==> config.mk <==
export PLATFORM = sky130hd
export DESIGN_NAME = fb_scanout_flat
export DESIGN_NICKNAME = d
export VERILOG_FILES = /design/src/rtl/fb_pkg.sv /design/src/rtl/fb_scanout_if.sv /design/src/rtl/fb_scanout_timing.sv /design/src/rtl/fb_scanout.sv /design/src/flat_wrapper.sv
export SDC_FILE = /design/constraint.sdc
export NUM_CORES = 1
export LEC_CHECK = 0
export ABC_AREA = 1
export CAP_MARGIN = 20
export CORE_MARGIN = 5
export CORE_UTILIZATION = 39
export DETAILED_ROUTE_END_ITERATION = 12
export PLACE_DENSITY = 0.65
export SYNTH_ARGS = -nofsm -noshare
export SYNTH_HDL_FRONTEND = slang
export SYNTH_SLANG_ARGS = --single-unit
==> constraint.sdc <==
create_clock -name clk -period 2.2 [get_ports clk]
set_clock_uncertainty 0.05 [all_clocks]
set_input_delay 0.55 -clock clk [delete_from_list [all_inputs] [get_ports clk]]
set_output_delay 0.55 -clock clk [all_outputs]
set_load 0.05 [all_outputs]
==> src/rtl/fb_pkg.sv <==
// Frame-buffer geometry and VGA 640x480@60 timing, shared by rasterizer, scan-out and top level.
// Constants and types only: no latency, no flow control.
// Also holds the colour-bar index helper used by the optional test pattern.
package fb_pkg;

    localparam int FB_W      = 320;
    localparam int FB_H      = 240;
    localparam int FB_ADDR_W = 17;
    localparam int FB_DEPTH  = FB_W * FB_H;

    typedef logic [11:0] rgb444_t;

    localparam int VGA_H_ACTIVE = 640;
    localparam int VGA_H_FP     = 16;
    localparam int VGA_H_SYNC   = 96;
    localparam int VGA_H_BP     = 48;
    localparam int VGA_V_ACTIVE = 480;
    localparam int VGA_V_FP     = 10;
    localparam int VGA_V_SYNC   = 2;
    localparam int VGA_V_BP     = 33;

    // Eight equal bars across the active width; bar_w is a build-time constant.
    function automatic logic [2:0] bar_of(input int h, input int bar_w);
        logic [2:0] idx;
        idx = 3'd0;
        for (int k = 1; k < 8; k++) begin
            if (h >= k * bar_w) idx = 3'(k);
        end
        return idx;
    endfunction

endpackage

==> src/rtl/fb_scanout_if.sv <==
// Frame-buffer read port: address out, synchronous-read data back one clock later.
// Latency: data follows the address by exactly one clock.
// No backpressure: the BRAM port accepts a read every clock.
interface fb_scanout_if;
    import fb_pkg::*;

    logic [FB_ADDR_W-1:0] fb_r_addr;
    rgb444_t              fb_r_data;

    modport master (output fb_r_addr, input fb_r_data);
    modport slave  (input fb_r_addr, output fb_r_data);

endinterface

==> src/rtl/fb_scanout_timing.sv <==
// VGA raster timing: pixel-tick divider, h/v counters, raw syncs, active/vblank, frame_start.
// Latency: combinational decode of the registered counters; frame_start coincides with the (0,0) tick.
// No backpressure; enable low parks divider and counters at zero.
module vga_timing_gen
    import fb_pkg::*;
#(
    parameter int CLK_DIV  = 4,
    parameter int H_ACTIVE = VGA_H_ACTIVE,
    parameter int H_FP     = VGA_H_FP,
    parameter int H_SYNC   = VGA_H_SYNC,
    parameter int H_BP     = VGA_H_BP,
    parameter int V_ACTIVE = VGA_V_ACTIVE,
    parameter int V_FP     = VGA_V_FP,
    parameter int V_SYNC   = VGA_V_SYNC,
    parameter int V_BP     = VGA_V_BP,
    localparam int HW = $clog2(H_ACTIVE + H_FP + H_SYNC + H_BP),
    localparam int VW = $clog2(V_ACTIVE + V_FP + V_SYNC + V_BP)
) (
    input  logic          clk,
    input  logic          rst_n,
    input  logic          enable_i,
    output logic          tick_o,
    output logic [HW-1:0] h_o,
    output logic [VW-1:0] v_o,
    output logic          hsync_o,
    output logic          vsync_o,
    output logic          active_o,
    output logic          vblank_o,
    output logic          frame_start_o
);

    localparam int DW = $clog2(CLK_DIV);

    localparam logic [DW-1:0] DIV_LAST = DW'(CLK_DIV - 1);
    localparam logic [HW-1:0] H_LAST   = HW'(H_ACTIVE + H_FP + H_SYNC + H_BP - 1);
    localparam logic [HW-1:0] H_ACT    = HW'(H_ACTIVE);
    localparam logic [HW-1:0] HS_BEG   = HW'(H_ACTIVE + H_FP);
    localparam logic [HW-1:0] HS_END   = HW'(H_ACTIVE + H_FP + H_SYNC - 1);
    localparam logic [VW-1:0] V_LAST   = VW'(V_ACTIVE + V_FP + V_SYNC + V_BP - 1);
    localparam logic [VW-1:0] V_ACT    = VW'(V_ACTIVE);
    localparam logic [VW-1:0] VS_BEG   = VW'(V_ACTIVE + V_FP);
    localparam logic [VW-1:0] VS_END   = VW'(V_ACTIVE + V_FP + V_SYNC - 1);

    logic [DW-1:0] div_q, div_d;
    logic [HW-1:0] h_q, h_d;
    logic [VW-1:0] v_q, v_d;
    logic          tick;

    always_ff @(posedge clk or negedge rst_n) begin
        if (!rst_n) begin
            div_q <= '0;
            h_q   <= '0;
            v_q   <= '0;
        end else begin
            div_q <= div_d;
            h_q   <= h_d;
            v_q   <= v_d;
        end
    end

    always_comb begin
        tick  = enable_i && (div_q == DIV_LAST);
        div_d = div_q + 1'b1;
        h_d   = h_q;
        v_d   = v_q;
        if (!enable_i) begin
            div_d = '0;
            h_d   = '0;
            v_d   = '0;
        end else if (tick) begin
            div_d = '0;
            if (h_q == H_LAST) begin
                h_d = '0;
                v_d = (v_q == V_LAST) ? '0 : v_q + 1'b1;
            end else begin
                h_d = h_q + 1'b1;
            end
        end
    end

    assign tick_o        = tick;
    assign h_o           = h_q;
    assign v_o           = v_q;
    assign hsync_o       = !((h_q >= HS_BEG) && (h_q <= HS_END));
    assign vsync_o       = !((v_q >= VS_BEG) && (v_q <= VS_END));
    assign active_o      = (h_q < H_ACT) && (v_q < V_ACT);
    assign vblank_o      = (v_q >= V_ACT);
    assign frame_start_o = tick && (h_q == '0) && (v_q == '0);

endmodule

==> src/rtl/fb_scanout.sv <==
// Y-flipped 2x2 pixel-doubled scan-out of the frame buffer to 4-bit VGA; FB_SCANOUT_PATTERN_EN adds colour bars.
// Latency: address registered on the pixel tick, colour/syncs/vblank one pixel tick later; frame_start undelayed.
// No backpressure: one BRAM read per pixel tick; enable low blanks and parks the raster at (0,0).
module fb_scanout
    import fb_pkg::*;
#(
    parameter int CLK_DIV  = 4,
    parameter int H_ACTIVE = VGA_H_ACTIVE,
    parameter int H_FP     = VGA_H_FP,
    parameter int H_SYNC   = VGA_H_SYNC,
    parameter int H_BP     = VGA_H_BP,
    parameter int V_ACTIVE = VGA_V_ACTIVE,
    parameter int V_FP     = VGA_V_FP,
    parameter int V_SYNC   = VGA_V_SYNC,
    parameter int V_BP     = VGA_V_BP
) (
    input  logic         clk,
    input  logic         rst_n,
    input  logic         i_enable,
`ifdef FB_SCANOUT_PATTERN_EN
    input  logic         i_pattern,
`endif
    fb_scanout_if.master fb_rd,
    output logic [3:0]   o_vga_r,
    output logic [3:0]   o_vga_g,
    output logic [3:0]   o_vga_b,
    output logic         o_hsync,
    output logic         o_vsync,
    output logic         o_vblank,
    output logic         o_frame_start
);

    localparam int HW      = $clog2(H_ACTIVE + H_FP + H_SYNC + H_BP);
    localparam int VW      = $clog2(V_ACTIVE + V_FP + V_SYNC + V_BP);
    localparam int FB_COLS = H_ACTIVE / 2;
    localparam int FB_ROWS = V_ACTIVE / 2;

    localparam logic [FB_ADDR_W-1:0] ROW_TOP    = FB_ADDR_W'((FB_ROWS - 1) * FB_COLS);
    localparam logic [FB_ADDR_W-1:0] ROW_STEP   = FB_ADDR_W'(FB_COLS);
    localparam logic [HW-1:0]        H_LAST     = HW'(H_ACTIVE + H_FP + H_SYNC + H_BP - 1);
    localparam logic [VW-1:0]        V_LAST     = VW'(V_ACTIVE + V_FP + V_SYNC + V_BP - 1);
    localparam logic [VW-1:0]        V_ACT_LAST = VW'(V_ACTIVE - 1);

    logic          tick, hs_raw, vs_raw, act_raw, vb_raw, frame_start;
    logic [HW-1:0] h;
    logic [VW-1:0] v;

    vga_timing_gen #(
        .CLK_DIV  (CLK_DIV),
        .H_ACTIVE (H_ACTIVE),
        .H_FP     (H_FP),
        .H_SYNC   (H_SYNC),
        .H_BP     (H_BP),
        .V_ACTIVE (V_ACTIVE),
        .V_FP     (V_FP),
        .V_SYNC   (V_SYNC),
        .V_BP     (V_BP)
    ) u_timing (
        .clk           (clk),
        .rst_n         (rst_n),
        .enable_i      (i_enable),
        .tick_o        (tick),
        .h_o           (h),
        .v_o           (v),
        .hsync_o       (hs_raw),
        .vsync_o       (vs_raw),
        .active_o      (act_raw),
        .vblank_o      (vb_raw),
        .frame_start_o (frame_start)
    );

    logic [FB_ADDR_W-1:0] addr_q, addr_d;
    logic [FB_ADDR_W-1:0] row_q, row_d;
    logic                 act0_q, act0_d, hs0_q, hs0_d, vs0_q, vs0_d, vb0_q, vb0_d;
    rgb444_t              rgb_q, rgb_d;
    logic                 hs_q, hs_d, vs_q, vs_d, vb_q, vb_d;
`ifdef FB_SCANOUT_PATTERN_EN
    logic [2:0]           bar0_q, bar0_d;
`endif

    always_ff @(posedge clk or negedge rst_n) begin
        if (!rst_n) begin
            addr_q <= '0;
            row_q  <= ROW_TOP;
            act0_q <= 1'b0;
            hs0_q  <= 1'b1;
            vs0_q  <= 1'b1;
            vb0_q  <= 1'b0;
            rgb_q  <= '0;
            hs_q   <= 1'b1;
            vs_q   <= 1'b1;
            vb_q   <= 1'b0;
        end else begin
            addr_q <= addr_d;
            row_q  <= row_d;
            act0_q <= act0_d;
            hs0_q  <= hs0_d;
            vs0_q  <= vs0_d;
            vb0_q  <= vb0_d;
            rgb_q  <= rgb_d;
            hs_q   <= hs_d;
            vs_q   <= vs_d;
            vb_q   <= vb_d;
        end
    end

`ifdef FB_SCANOUT_PATTERN_EN
    always_ff @(posedge clk or negedge rst_n) begin
        if (!rst_n) bar0_q <= '0;
        else        bar0_q <= bar0_d;
    end
`endif

    always_comb begin
        addr_d = addr_q;
        row_d  = row_q;
        act0_d = act0_q;
        hs0_d  = hs0_q;
        vs0_d  = vs0_q;
        vb0_d  = vb0_q;
        rgb_d  = rgb_q;
        hs_d   = hs_q;
        vs_d   = vs_q;
        vb_d   = vb_q;
`ifdef FB_SCANOUT_PATTERN_EN
        bar0_d = bar0_q;
`endif
        if (!i_enable) begin
            // Address is left alone so the BRAM port stays quiet while parked.
            row_d  = ROW_TOP;
            act0_d = 1'b0;
            hs0_d  = 1'b1;
            vs0_d  = 1'b1;
            vb0_d  = 1'b0;
            rgb_d  = '0;
            hs_d   = 1'b1;
            vs_d   = 1'b1;
            vb_d   = 1'b0;
        end else if (tick) begin
            if (act_raw) addr_d = row_q + FB_ADDR_W'(h[HW-1:1]);
            // Row base walks down one FB row every second active line; the last line never steps below zero.
            if (h == H_LAST) begin
                if (v == V_LAST)                 row_d = ROW_TOP;
                else if (v[0] && v < V_ACT_LAST) row_d = row_q - ROW_STEP;
            end
            act0_d = act_raw;
            hs0_d  = hs_raw;
            vs0_d  = vs_raw;
            vb0_d  = vb_raw;
`ifdef FB_SCANOUT_PATTERN_EN
            bar0_d = bar_of(int'(h), H_ACTIVE / 8);
`endif
            rgb_d  = act0_q ? fb_rd.fb_r_data : '0;
`ifdef FB_SCANOUT_PATTERN_EN
            if (act0_q && i_pattern) rgb_d = {{4{bar0_q[2]}}, {4{bar0_q[1]}}, {4{bar0_q[0]}}};
`endif
            hs_d   = hs0_q;
            vs_d   = vs0_q;
            vb_d   = vb0_q;
        end
    end

    assign fb_rd.fb_r_addr = addr_q;
    assign o_vga_r         = rgb_q[11:8];
    assign o_vga_g         = rgb_q[7:4];
    assign o_vga_b         = rgb_q[3:0];
    assign o_hsync         = hs_q;
    assign o_vsync         = vs_q;
    assign o_vblank        = vb_q;
    assign o_frame_start   = frame_start;

endmodule

==> src/flat_wrapper.sv <==
// flat-port wrapper written by rule: the top's interface ports become plain ports
module fb_scanout_flat import fb_pkg::*;
#(
    parameter int CLK_DIV  = 4,
    parameter int H_ACTIVE = VGA_H_ACTIVE,
    parameter int H_FP     = VGA_H_FP,
    parameter int H_SYNC   = VGA_H_SYNC,
    parameter int H_BP     = VGA_H_BP,
    parameter int V_ACTIVE = VGA_V_ACTIVE,
    parameter int V_FP     = VGA_V_FP,
    parameter int V_SYNC   = VGA_V_SYNC,
    parameter int V_BP     = VGA_V_BP
)
  (clk, rst_n, i_enable, o_vga_r, o_vga_g, o_vga_b, o_hsync, o_vsync, o_vblank, o_frame_start, fb_rd_fb_r_addr, fb_rd_fb_r_data);
  fb_scanout_if fb_rd_i ();
  input  logic clk;
  input  logic rst_n;
  input  logic i_enable;
  output logic [3:0] o_vga_r;
  output logic [3:0] o_vga_g;
  output logic [3:0] o_vga_b;
  output logic o_hsync;
  output logic o_vsync;
  output logic o_vblank;
  output logic o_frame_start;
  output wire logic [$bits(fb_rd_i.fb_r_addr)-1:0] fb_rd_fb_r_addr;
  input wire logic [$bits(fb_rd_i.fb_r_data)-1:0] fb_rd_fb_r_data;
  assign fb_rd_fb_r_addr = fb_rd_i.fb_r_addr;
  assign fb_rd_i.fb_r_data = fb_rd_fb_r_data;
  fb_scanout #(.CLK_DIV(CLK_DIV), .H_ACTIVE(H_ACTIVE), .H_FP(H_FP), .H_SYNC(H_SYNC), .H_BP(H_BP), .V_ACTIVE(V_ACTIVE), .V_FP(V_FP), .V_SYNC(V_SYNC), .V_BP(V_BP)) u_core (.clk(clk), .rst_n(rst_n), .i_enable(i_enable), .fb_rd(fb_rd_i), .o_vga_r(o_vga_r), .o_vga_g(o_vga_g), .o_vga_b(o_vga_b), .o_hsync(o_hsync), .o_vsync(o_vsync), .o_vblank(o_vblank), .o_frame_start(o_frame_start));
endmodule
==> results.cfg <==
[floorplan]
coreArea_um2 = 9330
io-pin-count = 48
floorplan.initialDensity_pct = 40.2
die_h_um = 108
std_cell_rows = 35
fp.dieW_um = 108
dieArea_um2 = 11700

[timing]
max-slew-margin-rel_pct = 64.9
rsz0062_at_grt = yes
worstMarginPinSlew_ns = 0.524
slew_viol_final = 0
period_share_pct = 100
holdWs_ns = 0.118
clock.fmax_ghz = 0.453
hold_viol = 0
fin_ws_ns = -0.00841
setup_violations = 1
post-route-min-period_ns = 2.21

[synth]
synthesis.nets = 455
ys_types = 42
muxShareOfSynthArea_pct = 0
synth_compound_area_share_pct = 12.1
seq_area_frac_synth_pct = 46.4
synth_simple_gate_area_share_pct = 28.5
postSynthCellCount = 430
synth_top_family_by_area = simple AND/OR/NAND/NOR gates
ys_seq_elements = 69
syn_avg_cell_area_um2 = 8.72
yosys.area_share.adder_pct = 3.34
netlist_area_um2 = 3750
synthXorXnorAreaFrac_pct = 2.57
yosys_warnings = 0

[worst_setup_path]
path_class = reg -> out
r2r-end = u_core.row_q[15]
crit_path_end_kind = primary output
rr_worst_depth = 13
reg2reg_from = u_core.u_timing.v_o[0]
critPathArrivalTime_ns = 1.61
r2r_setup_slack_ns = 0.14
crit_required_ns = 1.60
cp_max_fo = 2
startpoint_type = flop

[power_and_ir_drop]
power.density_nw_per_um2 = 833
p_leak_uw = 0.00227
ir_drop_v = 0.000410

[place]
port_buffers = 47
place_area_um2 = 4600
globalplace.congestion = 0.885
placed_cells = 628
dp_slack_ns = -0.177
place_hpwl_mm = 6.67

[status]
outcome = finished, violations left
violations = setup timing

[clocking]
htree_levels = 3
cts_buffer_depth = 2
clkSinkCount = 69
clk_pin_slew_ns = 0.08
cts-root-buf = clkbuf_8
clock_latency_ns = 0.34
cts_tree = built
numCtsBuffers = 9

[global_routing]
grt_start_max_net_pins = 23
grt_pass1_wl_mm = 15.1
overflow = 0
antenna_found_initial = 0
grtUsageTotal_pct = 16.0
first_global_vias = 3219

[final_layout]
fin_nets = 543
syn_to_final_growth_pct = 32.6
fin_util_pct = 53.3
design_area_um2 = 4970
antennaDiodeCount = 0
drive_above_1_share_pct = 24.3
fin_cells = 652
fill_cells = 878

[routing]
ant_nets = 0
drc = 0
dr.pass1.iters = 4
dr_total_vias = 3301
routedWlPerCell_um = 13.7
drt-vias-per-instance = 5.06
routed_wl_mm = 8.92
drt_iter0_drc = 156

[job]
cap_violations = 0

[min_path]
hp-class = in -> async
## area by class of cell
type                            instances  area, µm²  share of cell area [%]
Sequential cell                        69       1740                    35.0
Inverter                               46        173                    3.47
Clock inverter                          6        113                    2.27
Multi-Input combinational cell        303       1830                    36.8
Tap cell                              129        161                    3.25
Clock buffer                           10        128                    2.57
Timing Repair Buffer                   89        826                    16.6
## metal layers
metal | up-vias | track usage [%] | routed length [µm]
met5 | - | 0 | 0
met4 | 0 | 5.59 | 196
met3 | 18 | 3.40 | 344
met2 | 80 | 26.1 | 4250
met1 | 1599 | 21.2 | 4130
li1 | 1604 | - | -
## cell families after synthesis
logic type | after synthesis
AND/OR/NAND/NOR | 215
flip-flops | 69
AO/OA/AOI/OAI | 67
buffers and inverters | 58
XOR/XNOR | 11
adder cells (fa/ha/maj) | 10
## cell usage in the layout, fill, tap and decap left out, types with 2 or more instances in the layout
cell type,instances
inv_2,12
o21ai_0,28
nand3_2,3
bufinv_16,3
clkbuf_8,9
nor2_4,7
dfrtp_1,58
dfstp_2,10
xor2_1,6
xnor2_1,5
nor2_1,34
nand3_1,28
o32ai_1,2
clkinv_4,2
a21oi_1,9
clkdlybuf4s50_1,42
ha_1,8
ha_4,2
nor2_8,2
buf_4,41
nand2_1,99
buf_12,4
nand4_1,10
nand3_4,2
nand4_4,2
o22a_1,2
a32o_1,12
inv_1,33
nor2_2,6
nand2_2,5
o21ai_2,9
nor3_1,11
## synthesized netlist by cell type, drive strengths merged
| cell type | instances | area (µm²) |
|---|---|---|
| a21o | 1 | 7.51 |
| a21oi | 10 | 53.8 |
| a31oi | 1 | 6.26 |
| a32o | 12 | 120 |
| and3 | 1 | 6.26 |
| buf | 9 | 80.1 |
| clkbuf | 3 | 11.3 |
| clkinv | 1 | 3.75 |
| dfrtp | 59 | 1480 |
| dfstp | 10 | 263 |
| ha | 10 | 125 |
| inv | 45 | 169 |
| nand2 | 106 | 432 |
| nand3 | 33 | 183 |
| nand3b | 1 | 7.51 |
| nand4 | 12 | 105 |
| nor2 | 49 | 264 |
| nor3 | 12 | 65.1 |
| nor4 | 1 | 6.26 |
| o21a | 1 | 7.51 |
| o21ai | 37 | 219 |
| o22a | 2 | 17.5 |
| o22ai | 1 | 6.26 |
| o32ai | 2 | 17.5 |
| xnor2 | 5 | 43.8 |
| xor2 | 6 | 52.6 |
## registers in the layout, summed over array words and instances (netlist names)
register                flops
u_core.act0_q               1
u_core.fb_rd.fb_r_addr     17
u_core.hs0_q                1
u_core.o_hsync              1
u_core.o_vblank             1
u_core.o_vsync              1
u_core.rgb_q               12
u_core.row_q               11
u_core.u_timing.div_q       2
u_core.u_timing.h_o        10
u_core.u_timing.v_o        10
u_core.vb0_q                1
u_core.vs0_q                1
## power breakdown
part | switching, µW | total, µW | internal, µW
sequential | 149 | 1600 | 1450
clock | 501 | 1260 | 756
combinational | 786 | 1290 | 501
## worst max-delay path by stage
| stage | from | endpoint | slack [ns] |
|---|---|---|---|
| CTS | u_core.u_timing.v_o[1] | o_frame_start | -0.14 |
| global placement | i_enable | o_frame_start | -0.17 |
| detailed placement | i_enable | o_frame_start | -0.18 |
| floorplan | i_enable | o_frame_start | 0.01 |
| global route | u_core.u_timing.v_o[1] | o_frame_start | -0.10 |
| finish | u_core.u_timing.v_o[1] | o_frame_start | -0.008 |
## critical path, stage by stage, from the launching register on
cell and delay (ns):
dfrtp_1 0.39, inv_2 0.08, ha_4 0.13, inv_2 0.04
nor2_4 0.11, nand3_2 0.09, nor4_4 0.24, buf_12 0.18
## per-stage QoR
| stage | setup TNS (ns) | total power, µW |
|---|---|---|
| 2_1_floorplan | 0 | 2390 |
| 3_3_place_gp | -0.178 | 2780 |
| 3_5_place_dp | -0.240 | 2800 |
| 4_1_cts | -0.142 | 4110 |
| 5_1_grt | -0.103 | 4370 |
| 6_report | -0.00841 | 4140 |
## timing repair
| action | CTS | global route |
|---|---|---|
| hold buffers | 0 | 0 |
| pin swaps | 3 | 2 |
| resized for setup | 7 | 13 |
| cloned | 0 | 0 |
| setup buffers | 4 | 4 |
| endpoints found under the setup margin | 1 | 1 |
No activity file was read; power rests on OpenSTA's default activity.
